--- config.mk ---
export PLATFORM = sky130hd
export DESIGN_NAME = uart_boot_loader
export DESIGN_NICKNAME = d
export VERILOG_FILES = /design/src/rtl/uart_boot_loader_pkg.sv /design/src/rtl/uart_byte_rx.sv /design/src/rtl/uart_boot_loader.sv
export SDC_FILE = /design/constraint.sdc
export NUM_CORES = 1
export LEC_CHECK = 0
export ABC_AREA = 1
export CAP_MARGIN = 20
export CORE_MARGIN = 2
export CORE_UTILIZATION = 35
export CTS_CLUSTER_DIAMETER = 150
export DETAILED_ROUTE_END_ITERATION = 10
export HOLD_SLACK_MARGIN = 0.06
export PLACE_DENSITY = 0.52
export RECOVER_POWER = 50
export SYNTH_ARGS = -nofsm -noshare
export SYNTH_HDL_FRONTEND = slang
export SYNTH_HIERARCHICAL = 1
export SYNTH_SLANG_ARGS = --single-unit
--- constraint.sdc ---
create_clock -name clk -period 2.41 [get_ports clk]
set_clock_uncertainty 0.15 [all_clocks]
set_input_delay 0.482 -clock clk [delete_from_list [all_inputs] [get_ports clk]]
set_output_delay 0.482 -clock clk [all_outputs]
set_load 0.05 [all_outputs]
--- src/rtl/uart_boot_loader_pkg.sv ---
// Shared types and constants for the UART program loader.
package uart_boot_loader_pkg;

  typedef enum logic [2:0] {StIdle, StStart, StData, StParity, StStop} rx_state_e;

  localparam int unsigned WORD_W         = 32;
  localparam int unsigned BYTE_W         = 8;
  localparam int unsigned BYTES_PER_WORD = 4;

  // Rounded clock cycles per bit.
  function automatic int unsigned baud_div(int unsigned clk_hz, int unsigned baud);
    return (clk_hz + baud / 2) / baud;
  endfunction

endpackage

--- src/rtl/uart_byte_rx.sv ---
// UART byte receiver: rx synchroniser, baud counter and byte FSM.
// UART_PARITY_EN selects 8E1 framing; otherwise 8N1.
module uart_byte_rx
  import uart_boot_loader_pkg::*;
#(
  parameter int unsigned DIV = 868
) (
  input  logic              clk,
  input  logic              rst,
  input  logic              en,
  input  logic              rx,
  output logic              byte_vld,
  output logic [BYTE_W-1:0] byte_data,
  output logic              byte_err,
  output logic              start_edge,
  output logic              active
);

  localparam int unsigned     CNT_W    = $clog2(DIV);
  localparam logic [CNT_W-1:0] CNT_HALF = CNT_W'(DIV / 2 - 1);
  localparam logic [CNT_W-1:0] CNT_FULL = CNT_W'(DIV - 1);

  logic              rx_meta_q, rx_sync_q, rx_prev_q;
  rx_state_e         state_q, state_d;
  logic [CNT_W-1:0]  cnt_q, cnt_d;
  logic [2:0]        bit_q, bit_d;
  logic [BYTE_W-1:0] shift_q, shift_d;
  logic              stop_ok;
`ifdef UART_PARITY_EN
  logic              perr_q, perr_d;
`endif

  always_ff @(posedge clk) begin
    if (rst) begin
      rx_meta_q <= 1'b1;
      rx_sync_q <= 1'b1;
      rx_prev_q <= 1'b1;
      state_q   <= StIdle;
      cnt_q     <= '0;
      bit_q     <= '0;
      shift_q   <= '0;
`ifdef UART_PARITY_EN
      perr_q    <= 1'b0;
`endif
    end else begin
      rx_meta_q <= rx;
      rx_sync_q <= rx_meta_q;
      rx_prev_q <= rx_sync_q;
      state_q   <= state_d;
      cnt_q     <= cnt_d;
      bit_q     <= bit_d;
      shift_q   <= shift_d;
`ifdef UART_PARITY_EN
      perr_q    <= perr_d;
`endif
    end
  end

`ifdef UART_PARITY_EN
  assign stop_ok = rx_sync_q && !perr_q;
`else
  assign stop_ok = rx_sync_q;
`endif

  always_comb begin
    state_d    = state_q;
    cnt_d      = cnt_q + CNT_W'(1);
    bit_d      = bit_q;
    shift_d    = shift_q;
    byte_vld   = 1'b0;
    byte_err   = 1'b0;
    start_edge = 1'b0;
`ifdef UART_PARITY_EN
    perr_d     = perr_q;
`endif
    unique case (state_q)
      StIdle: begin
        cnt_d = '0;
        if (en && rx_prev_q && !rx_sync_q) begin
          start_edge = 1'b1;
          state_d    = StStart;
        end
      end
      StStart: begin
        if (cnt_q == CNT_HALF) begin
          cnt_d   = '0;
          bit_d   = '0;
          // A line already back high at mid start bit is a glitch.
          state_d = rx_sync_q ? StIdle : StData;
`ifdef UART_PARITY_EN
          perr_d  = 1'b0;
`endif
        end
      end
      StData: begin
        if (cnt_q == CNT_FULL) begin
          cnt_d   = '0;
          shift_d = {rx_sync_q, shift_q[BYTE_W-1:1]};
          bit_d   = bit_q + 3'd1;
          if (bit_q == 3'd7) begin
`ifdef UART_PARITY_EN
            state_d = StParity;
`else
            state_d = StStop;
`endif
          end
        end
      end
`ifdef UART_PARITY_EN
      StParity: begin
        if (cnt_q == CNT_FULL) begin
          cnt_d   = '0;
          perr_d  = rx_sync_q != ^shift_q;
          state_d = StStop;
        end
      end
`endif
      StStop: begin
        if (cnt_q == CNT_FULL) begin
          state_d  = StIdle;
          byte_vld = stop_ok;
          byte_err = !stop_ok;
        end
      end
      default: state_d = StIdle;
    endcase
    if (!en) state_d = StIdle;
  end

  assign byte_data = shift_q;
  assign active    = state_q != StIdle;

endmodule

--- src/rtl/uart_boot_loader.sv ---
// Serial program loader: packs UART bytes little-endian into addressed 32-bit word strobes
// and raises a sticky done after the line idles. UART_PARITY_EN selects 8E1 framing.
module uart_boot_loader
  import uart_boot_loader_pkg::*;
#(
  parameter int unsigned CLK_HZ    = 100_000_000,
  parameter int unsigned BAUD      = 115_200,
  parameter int unsigned IDLE_BITS = 64,
  parameter int unsigned MAX_WORDS = 16384
) (
  input  logic              clk,
  input  logic              rst,
  input  logic              rx,
  output logic [WORD_W-1:0] data_out,
  output logic [WORD_W-1:0] addr_out,
  output logic              word_vld,
  output logic              done,
  output logic              busy,
  output logic              frame_err,
  output logic              overflow
);

  localparam int unsigned       DIV        = baud_div(CLK_HZ, BAUD);
  localparam int unsigned       IDLE_LIMIT = IDLE_BITS * DIV;
  localparam int unsigned       IDLE_W     = $clog2(IDLE_LIMIT + 1);
  localparam logic [IDLE_W-1:0] IDLE_MAX   = IDLE_W'(IDLE_LIMIT);
  localparam logic [IDLE_W-1:0] IDLE_LAST  = IDLE_W'(IDLE_LIMIT - 1);
  localparam logic [WORD_W-1:0] ADDR_LIMIT = WORD_W'(MAX_WORDS * BYTES_PER_WORD);
  localparam logic [WORD_W-1:0] ADDR_STEP  = WORD_W'(BYTES_PER_WORD);

  logic              byte_vld, byte_err, start_edge, rx_active, fire;
  logic [BYTE_W-1:0] byte_data;

  logic [WORD_W-1:0] data_q, data_d, addr_out_q, addr_out_d, addr_q, addr_d, word_q, word_d;
  logic              vld_q, vld_d, done_q, done_d, ferr_q, ferr_d, ovf_q, ovf_d;
  logic              got_q, got_d, flush_q, flush_d;
  logic [1:0]        k_q, k_d;
  logic [IDLE_W-1:0] idle_q, idle_d;

  uart_byte_rx #(
    .DIV (DIV)
  ) u_byte_rx (
    .clk        (clk),
    .rst        (rst),
    .en         (!done_q),
    .rx         (rx),
    .byte_vld   (byte_vld),
    .byte_data  (byte_data),
    .byte_err   (byte_err),
    .start_edge (start_edge),
    .active     (rx_active)
  );

  always_ff @(posedge clk) begin
    if (rst) begin
      data_q     <= '0;
      addr_out_q <= '0;
      addr_q     <= '0;
      word_q     <= '0;
      vld_q      <= 1'b0;
      done_q     <= 1'b0;
      ferr_q     <= 1'b0;
      ovf_q      <= 1'b0;
      got_q      <= 1'b0;
      flush_q    <= 1'b0;
      k_q        <= '0;
      idle_q     <= '0;
    end else begin
      data_q     <= data_d;
      addr_out_q <= addr_out_d;
      addr_q     <= addr_d;
      word_q     <= word_d;
      vld_q      <= vld_d;
      done_q     <= done_d;
      ferr_q     <= ferr_d;
      ovf_q      <= ovf_d;
      got_q      <= got_d;
      flush_q    <= flush_d;
      k_q        <= k_d;
      idle_q     <= idle_d;
    end
  end

  always_comb begin
    data_d     = data_q;
    addr_out_d = addr_out_q;
    addr_d     = addr_q;
    word_d     = word_q;
    vld_d      = 1'b0;
    done_d     = done_q | flush_q;
    ferr_d     = ferr_q | byte_err;
    ovf_d      = ovf_q;
    got_d      = got_q | byte_vld;
    flush_d    = 1'b0;
    k_d        = k_q;
    idle_d     = idle_q;
    fire       = 1'b0;

    // Idle timer saturates; it only fires once a byte has been seen.
    if (rx_active || start_edge) begin
      idle_d = '0;
    end else if (idle_q != IDLE_MAX) begin
      idle_d = idle_q + IDLE_W'(1);
      fire   = (idle_q == IDLE_LAST) && got_q && !done_q;
    end

    if (byte_vld) begin
      if (addr_q == ADDR_LIMIT) begin
        ovf_d = 1'b1;
      end else begin
        word_d[{k_q, 3'b000} +: BYTE_W] = byte_data;
        k_d = k_q + 2'd1;
        if (k_q == 2'd3) begin
          data_d     = word_d;
          addr_out_d = addr_q;
          vld_d      = 1'b1;
          addr_d     = addr_q + ADDR_STEP;
          word_d     = '0;
        end
      end
    end else if (fire) begin
      if (k_q != 2'd0) begin
        // Unfilled bytes of the partial word are already zero.
        data_d     = word_q;
        addr_out_d = addr_q;
        vld_d      = 1'b1;
        addr_d     = addr_q + ADDR_STEP;
        word_d     = '0;
        k_d        = '0;
        flush_d    = 1'b1;
      end else begin
        done_d = 1'b1;
      end
    end
  end

  assign data_out  = data_q;
  assign addr_out  = addr_out_q;
  assign word_vld  = vld_q;
  assign done      = done_q;
  assign frame_err = ferr_q;
  assign overflow  = ovf_q;
  assign busy      = (rx_active || k_q != 2'd0) && !done_q;

endmodule

==> results of run 1 <==
## Yosys cell counts (all sizes together)
master  count
nand2     330
nor4        1
o22ai      16
a21oi     133
buf        49
inv       128
a211oi      1
nand4      12
conb        1
nor3b       2
nand3b      2
nor2      232
mux2i      14
nor3       13
or2         5
clkbuf     28
xor2       22
dfxtp     175
nand3     181
o21ai      35
ha         14
o21a        3
## through the flow
step / std cells / setup TNS (ns)
final: 1808 / 0
after global routing: 1808 / -0.000828
after CTS: 1807 / 0
after detailed placement: 1775 / 0
after global placement: 1775 / 0
after floorplan: 1398 / 0
## repair_timing
item | CTS | global route
gates resized for setup | 0 | 12
endpoints found under the hold margin | 0 | 0
setup endpoints to repair | 0 | 120
## report_power, final
part	switching (W)	total [W]	internal, W
combinational	0.000461	0.000721	0.000260
sequential	0.0000340	0.00297	0.00294
clock	0.00134	0.00282	0.00148
## registers in the layout, indices dropped and copies added (netlist names), 2 cells and up
register	cells
u_byte_rx/bit_q	3
addr_q	30
idle_q	16
u_byte_rx/cnt_q	10
word_q	32
addr_out	30
k_q	2
data_out	32
u_byte_rx/byte_data	8
u_byte_rx/state_q	3
## kinds of logic (layout without fill, tap and decap cells)
logic type	Yosys count	after routing	synth area share [%]
AOI/OAI and AO/OA	188	188	10.5
buffers and inverters	205	280	9.64
and+or+nand+nor	778	778	36.4
DFF	175	175	37.9
other	1	2	0.0405
xor gates and xnor gates	22	22	2.08
muxes	14	14	1.51
adders and majority gates	14	14	1.89
## worst max-delay path by stage
stage,from,end,slack (ns),cells after the start
CTS,k_q[0],busy,0.03,6
global route,u_byte_rx/cnt_q[1],addr_q[21],-0.0008,11
finish,done,done,0.08,2
global placement,u_byte_rx/cnt_q[1],data_out[3],0.12,11
detailed placement,u_byte_rx/cnt_q[1],addr_out[13],0.07,11
floorplan,u_byte_rx/cnt_q[0],addr_out[10],0.05,13
## critical path, delay by kind of cell (launching register included)
family	cells	cell delay, ns
buffers and inverters	2	0.92
DFF	1	0.33
## routing by layer
| metal | GRT usage, % | wire (um) |
|---|---|---|
| met3 | 2.92 | 702 |
| met2 | 31.8 | 12200 |
| met4 | 5.55 | 427 |
| met1 | 23.0 | 11800 |
| met5 | 0 | 0 |
## area by class of cell
class / count / share of cell area (%)
tap: 335 / 3.77
multi-input combinational: 1018 / 43.9
clock buffer: 17 / 3.82
timing repair buffer: 120 / 11.2
clock inverter: 15 / 1.48
sequential: 175 / 31.5
inverter: 128 / 4.36
==> flow_summary_export.csv, run 1 <==
group,metric,value,unit
layout,seq_area,3500,um2
grt,grt_overflow,0,
layout,synthToLayoutAreaGrowth,20.3,%
setup_path,crit_slowest_cell,"clkdlybuf4s50_1",
grt,track_usage,18.2,%
setup_path,critPathMaxFanout,3,
routing,drtIter0Drc,563,
grt,grt_antenna_before_repair,0,
yosys,ys_warn_count,6,
clock_tree,cts_tree,"yes",
yosys,netlist_area,9260,um2
sta,fmax,428,MHz
placed_design,port-buffer-count,69,
status,outcome,"finished, final reports clean",
setup_path,critical_path_required,1.78,ns
placed_design,hpwl,17300,um
clock_tree,htreeDepth,4,
floorplanning,die_w,167,um
clock_tree,numCtsBuffers,17,
routing,vias,8758,
routing,detail-route-antenna-nets,0,
setup_path,crit_chain,"buf_4 > clkdlybuf4s50_1",
floorplanning,dieArea,27800,um2
sta,tightest_slew,0.623,ns
setup_path,critPathLaunchType,"register",
clock_tree,clk_pin_slew_worst_paths,0.07,ns
setup_path,cp.arrival,1.70,ns
clock_tree,cts-root-buf,"clkbuf_16",
layout,fin_nets,1477,
power_and_ir_drop,powerDensity,585,nW/um2
floorplanning,rows,59,
layout,num_antenna_cells,0,
job,cap_violations,0,
yosys,synth.distinct_cells,37,
power_and_ir_drop,ir_drop,345,uV
yosys,yosys-top-cells-area,"dfxtp_1 38%, nand2_1 13%, nand3_1 9.5%",
setup_path,cpPeakStageDelay,0.79,ns
layout,layout_commonest_cell,"nand2_1",
setup_path,r2r-end,"data_out[3]",
sta,fin_crit,2.33,ns
yosys,synth_top_area_share,37.9,%
yosys,syn-instance-count,1397,
setup_path,r2r_start,"u_byte_rx/cnt_q[1]",
placed_design,dp_slack,0.0665,ns
yosys,yosysSeqAreaShare,37.9,%
yosys,syn_area_per_cell,6.63,um2
routing,drc_errors,0,
layout,fillers,2796,
min_path,worstHoldEndpoint,"frame_err",
sta,holdWs,0.232,ns
min_path,min_from,"rst",
layout,drive_gt1_share,9.37,%
floorplanning,ios,72,
placed_design,gp_congestion,0.900,
grt,grt_max_degree,65,
routing,wl_per_cell,13.9,um
clock_tree,post_cts_buffers,0,
sta,rsz0062_at_grt,"yes",
setup_path,ff2ff_path_depth,11,
layout,fin_area,11100,um2
clock_tree,cts.sinks,175,
min_path,hold_class,"primary input to register",
routing,wl,25100,um
grt,grt_pass1_vias,8205,
yosys,synth_seq_cells,175,
grt,grt_pass1_wl,41700,um
layout,multiInputGateArea,4880,um2
clock_tree,worstSkewPairLatency,0.44,ns
setup_path,ff2ff_setup_slack,0.16,ns
layout,final_util,42.8,%
power_and_ir_drop,p_leak,4.41,nW
placed_design,place_area,10500,um2
layout,final_cell_mix,"318 x nand2_1, 218 x nor2_1, 176 x nand3_1",
floorplanning,core_area,26000,um2
setup_path,critPathKind,"register to output pin",
floorplanning,initial_core_util,35.6,%
sta,maxSlewViolCount,0,
sta,setup_viol,0,
setup_path,critPathCaptureType,"output pin",
min_path,worstHoldPathCells,2,
clock_tree,hold_buffers,0,
sta,min_period_over_period,96.9,%
sta,slew_headroom,58.5,%
sta,hold_viol_final,0,
sta,fin_ws,0.0752,ns
clock_tree,clock_path_buffers,2,
routing,first_pass_iters,4,
power_and_ir_drop,power,0.00651,W
routing,routed_via_density,4.84,
yosys,yosys.area.top_type,"dfxtp_1",
floorplanning,die_h,167,um
(Power assumes the default switching activity.)
==> run 2: changes to the inputs <==
- CTS_CLUSTER_DIAMETER: 150 -> unset
- REMOVE_ABC_BUFFERS: unset -> 1
==> run 2 against run 1 <==
- critical path depth is the same
- total power grew 0.14%
- core utilization rose by 0.12 points
- sequential cell count stayed put
- sequential share of layout area down 0.077 points
- final area increased by 0.28%
- die area unchanged
- largest cell class unchanged
- combinational power decreased by 7.6%
- via count increased by 0.88%
==> flow_summary_export.csv, run 2 (same netlist as run 1, synthesis figures left out) <==
group,metric,value,unit
min_path,worstHoldPathCells,1,
sta,maxSlewViolCount,0,
layout,num_antenna_cells,0,
floorplanning,die_w,167,um
sta,setup_viol,0,
clock_tree,numCtsBuffers,17,
routing,detail-route-antenna-nets,0,
clock_tree,htreeDepth,4,
layout,drive_gt1_share,9.12,%
power_and_ir_drop,p_leak,4.65,nW
sta,holdWs,0.261,ns
clock_tree,cts.sinks,175,
layout,synthToLayoutAreaGrowth,20.6,%
clock_tree,cts-root-buf,"clkbuf_16",
layout,multiInputGateArea,4880,um2
setup_path,crit_chain,"buf_4 > clkdlybuf4s50_1",
min_path,hold_class,"register to register",
grt,grt_max_degree,77,
setup_path,ff2ff_setup_slack,0.20,ns
placed_design,place_area,10500,um2
layout,fin_nets,1485,
clock_tree,clock_path_buffers,2,
floorplanning,dieArea,27800,um2
power_and_ir_drop,powerDensity,584,nW/um2
layout,layout_commonest_cell,"nand2_1",
routing,wl_per_cell,13.8,um
sta,min_period_over_period,96.1,%
job,cap_violations,0,
min_path,worstHoldEndpoint,"u_byte_rx/rx_sync_q",
routing,routed_via_density,4.87,
min_path,min_from,"u_byte_rx/rx_meta_q",
setup_path,cp.arrival,1.68,ns
setup_path,cpPeakStageDelay,0.80,ns
setup_path,crit_slowest_cell,"clkdlybuf4s50_1",
clock_tree,hold_buffers,0,
setup_path,critPathCaptureType,"output pin",
routing,first_pass_iters,5,
sta,tightest_slew,0.705,ns
power_and_ir_drop,ir_drop,365,uV
routing,wl,25100,um
grt,grt_overflow,0,
layout,fin_area,11200,um2
status,outcome,"finished, final reports clean",
routing,drc_errors,0,
clock_tree,worstSkewPairLatency,0.44,ns
setup_path,r2r_start,"u_byte_rx/cnt_q[1]",
layout,seq_area,3510,um2
grt,track_usage,17.7,%
layout,layout.cells.non_filler,1815,
sta,slew_headroom,53.0,%
grt,grt_antenna_before_repair,0,
setup_path,critPathLaunchType,"register",
routing,drtIter0Drc,591,
placed_design,gp_congestion,0.885,
floorplanning,rows,59,
setup_path,critical_path_required,1.78,ns
floorplanning,core_area,26000,um2
grt,grt_pass1_vias,8078,
clock_tree,clk_pin_slew_worst_paths,0.07,ns
layout,fillers,2781,
setup_path,critPathMaxFanout,3,
setup_path,ff2ff_path_depth,11,
sta,fmax,432,MHz
power_and_ir_drop,power,0.00652,W
sta,hold_viol_final,0,
placed_design,hpwl,16600,um
floorplanning,initial_core_util,35.6,%
clock_tree,cts_tree,"yes",
grt,grt_pass1_wl,40800,um
routing,vias,8835,
setup_path,r2r-end,"data_out[19]",
layout,final_cell_mix,"322 x nand2_1, 219 x nor2_1, 176 x nand3_1",
floorplanning,ios,72,
sta,fin_crit,2.32,ns
floorplanning,die_h,167,um
layout,final_util,43.0,%
placed_design,port-buffer-count,69,
setup_path,critPathKind,"register to output pin",
placed_design,dp_cells,1777,
## run 2: where the power goes
group | switching (W) | internal (W)
Clock | 0.00119 | 0.00169
Combinational | 0.000432 | 0.000234
Sequential | 0.0000384 | 0.00294
Total | 0.00166 | 0.00486
## run 2: worst max-delay path by stage
stage / depth (start not counted) / from / endpoint / slack (ns)
after floorplan: 10 / u_byte_rx/cnt_q[0] / addr_q[12] / -5.65
after global placement: 12 / u_byte_rx/cnt_q[1] / data_out[28] / 0.20
after detailed placement: 14 / u_byte_rx/state_q[1] / addr_q[26] / 0.15
after CTS: 6 / k_q[0] / busy / 0.05
after global routing: 15 / u_byte_rx/state_q[1] / addr_q[20] / -0.0005
final: 2 / done / done / 0.09
## run 2: what timing repair did
item	4_1_cts	5_1_grt
pin swaps	0	4
cloned	0	3
hold endpoints to repair	0	0
setup buffers	0	4
setup endpoints to repair	1	123
gates resized for setup	1	14
## run 2: layout make-up
type | instances | area share, %
clock inverters | 9 | 1.20
clock buffers | 22 | 4.16
flip-flops and latches | 175 | 31.4
inverters | 128 | 4.32
repair buffers | 127 | 11.4
multi-input cells | 1019 | 43.7
well taps | 335 | 3.76
## run 2: per-layer routing
layer	GRT usage (%)	wire length, um
met1	23.6	12200
met2	30.0	11900
met3	3.40	839
met4	3.71	193
met5	0	0
## run 2: through the flow
step                      setup WS [ns]   TNS [ns]
final                            0.0949          0
after global routing          -0.000503  -0.000503
after CTS                        0.0469          0
after detailed placement          0.146          0
after global placement            0.196          0
after floorplan                   -5.65    -599.81
## run 2: worst max-delay path, delay by kind of cell (launching register included)
family | cells | cell delay, ns
buf+inv | 2 | 0.93
flops | 1 | 0.33
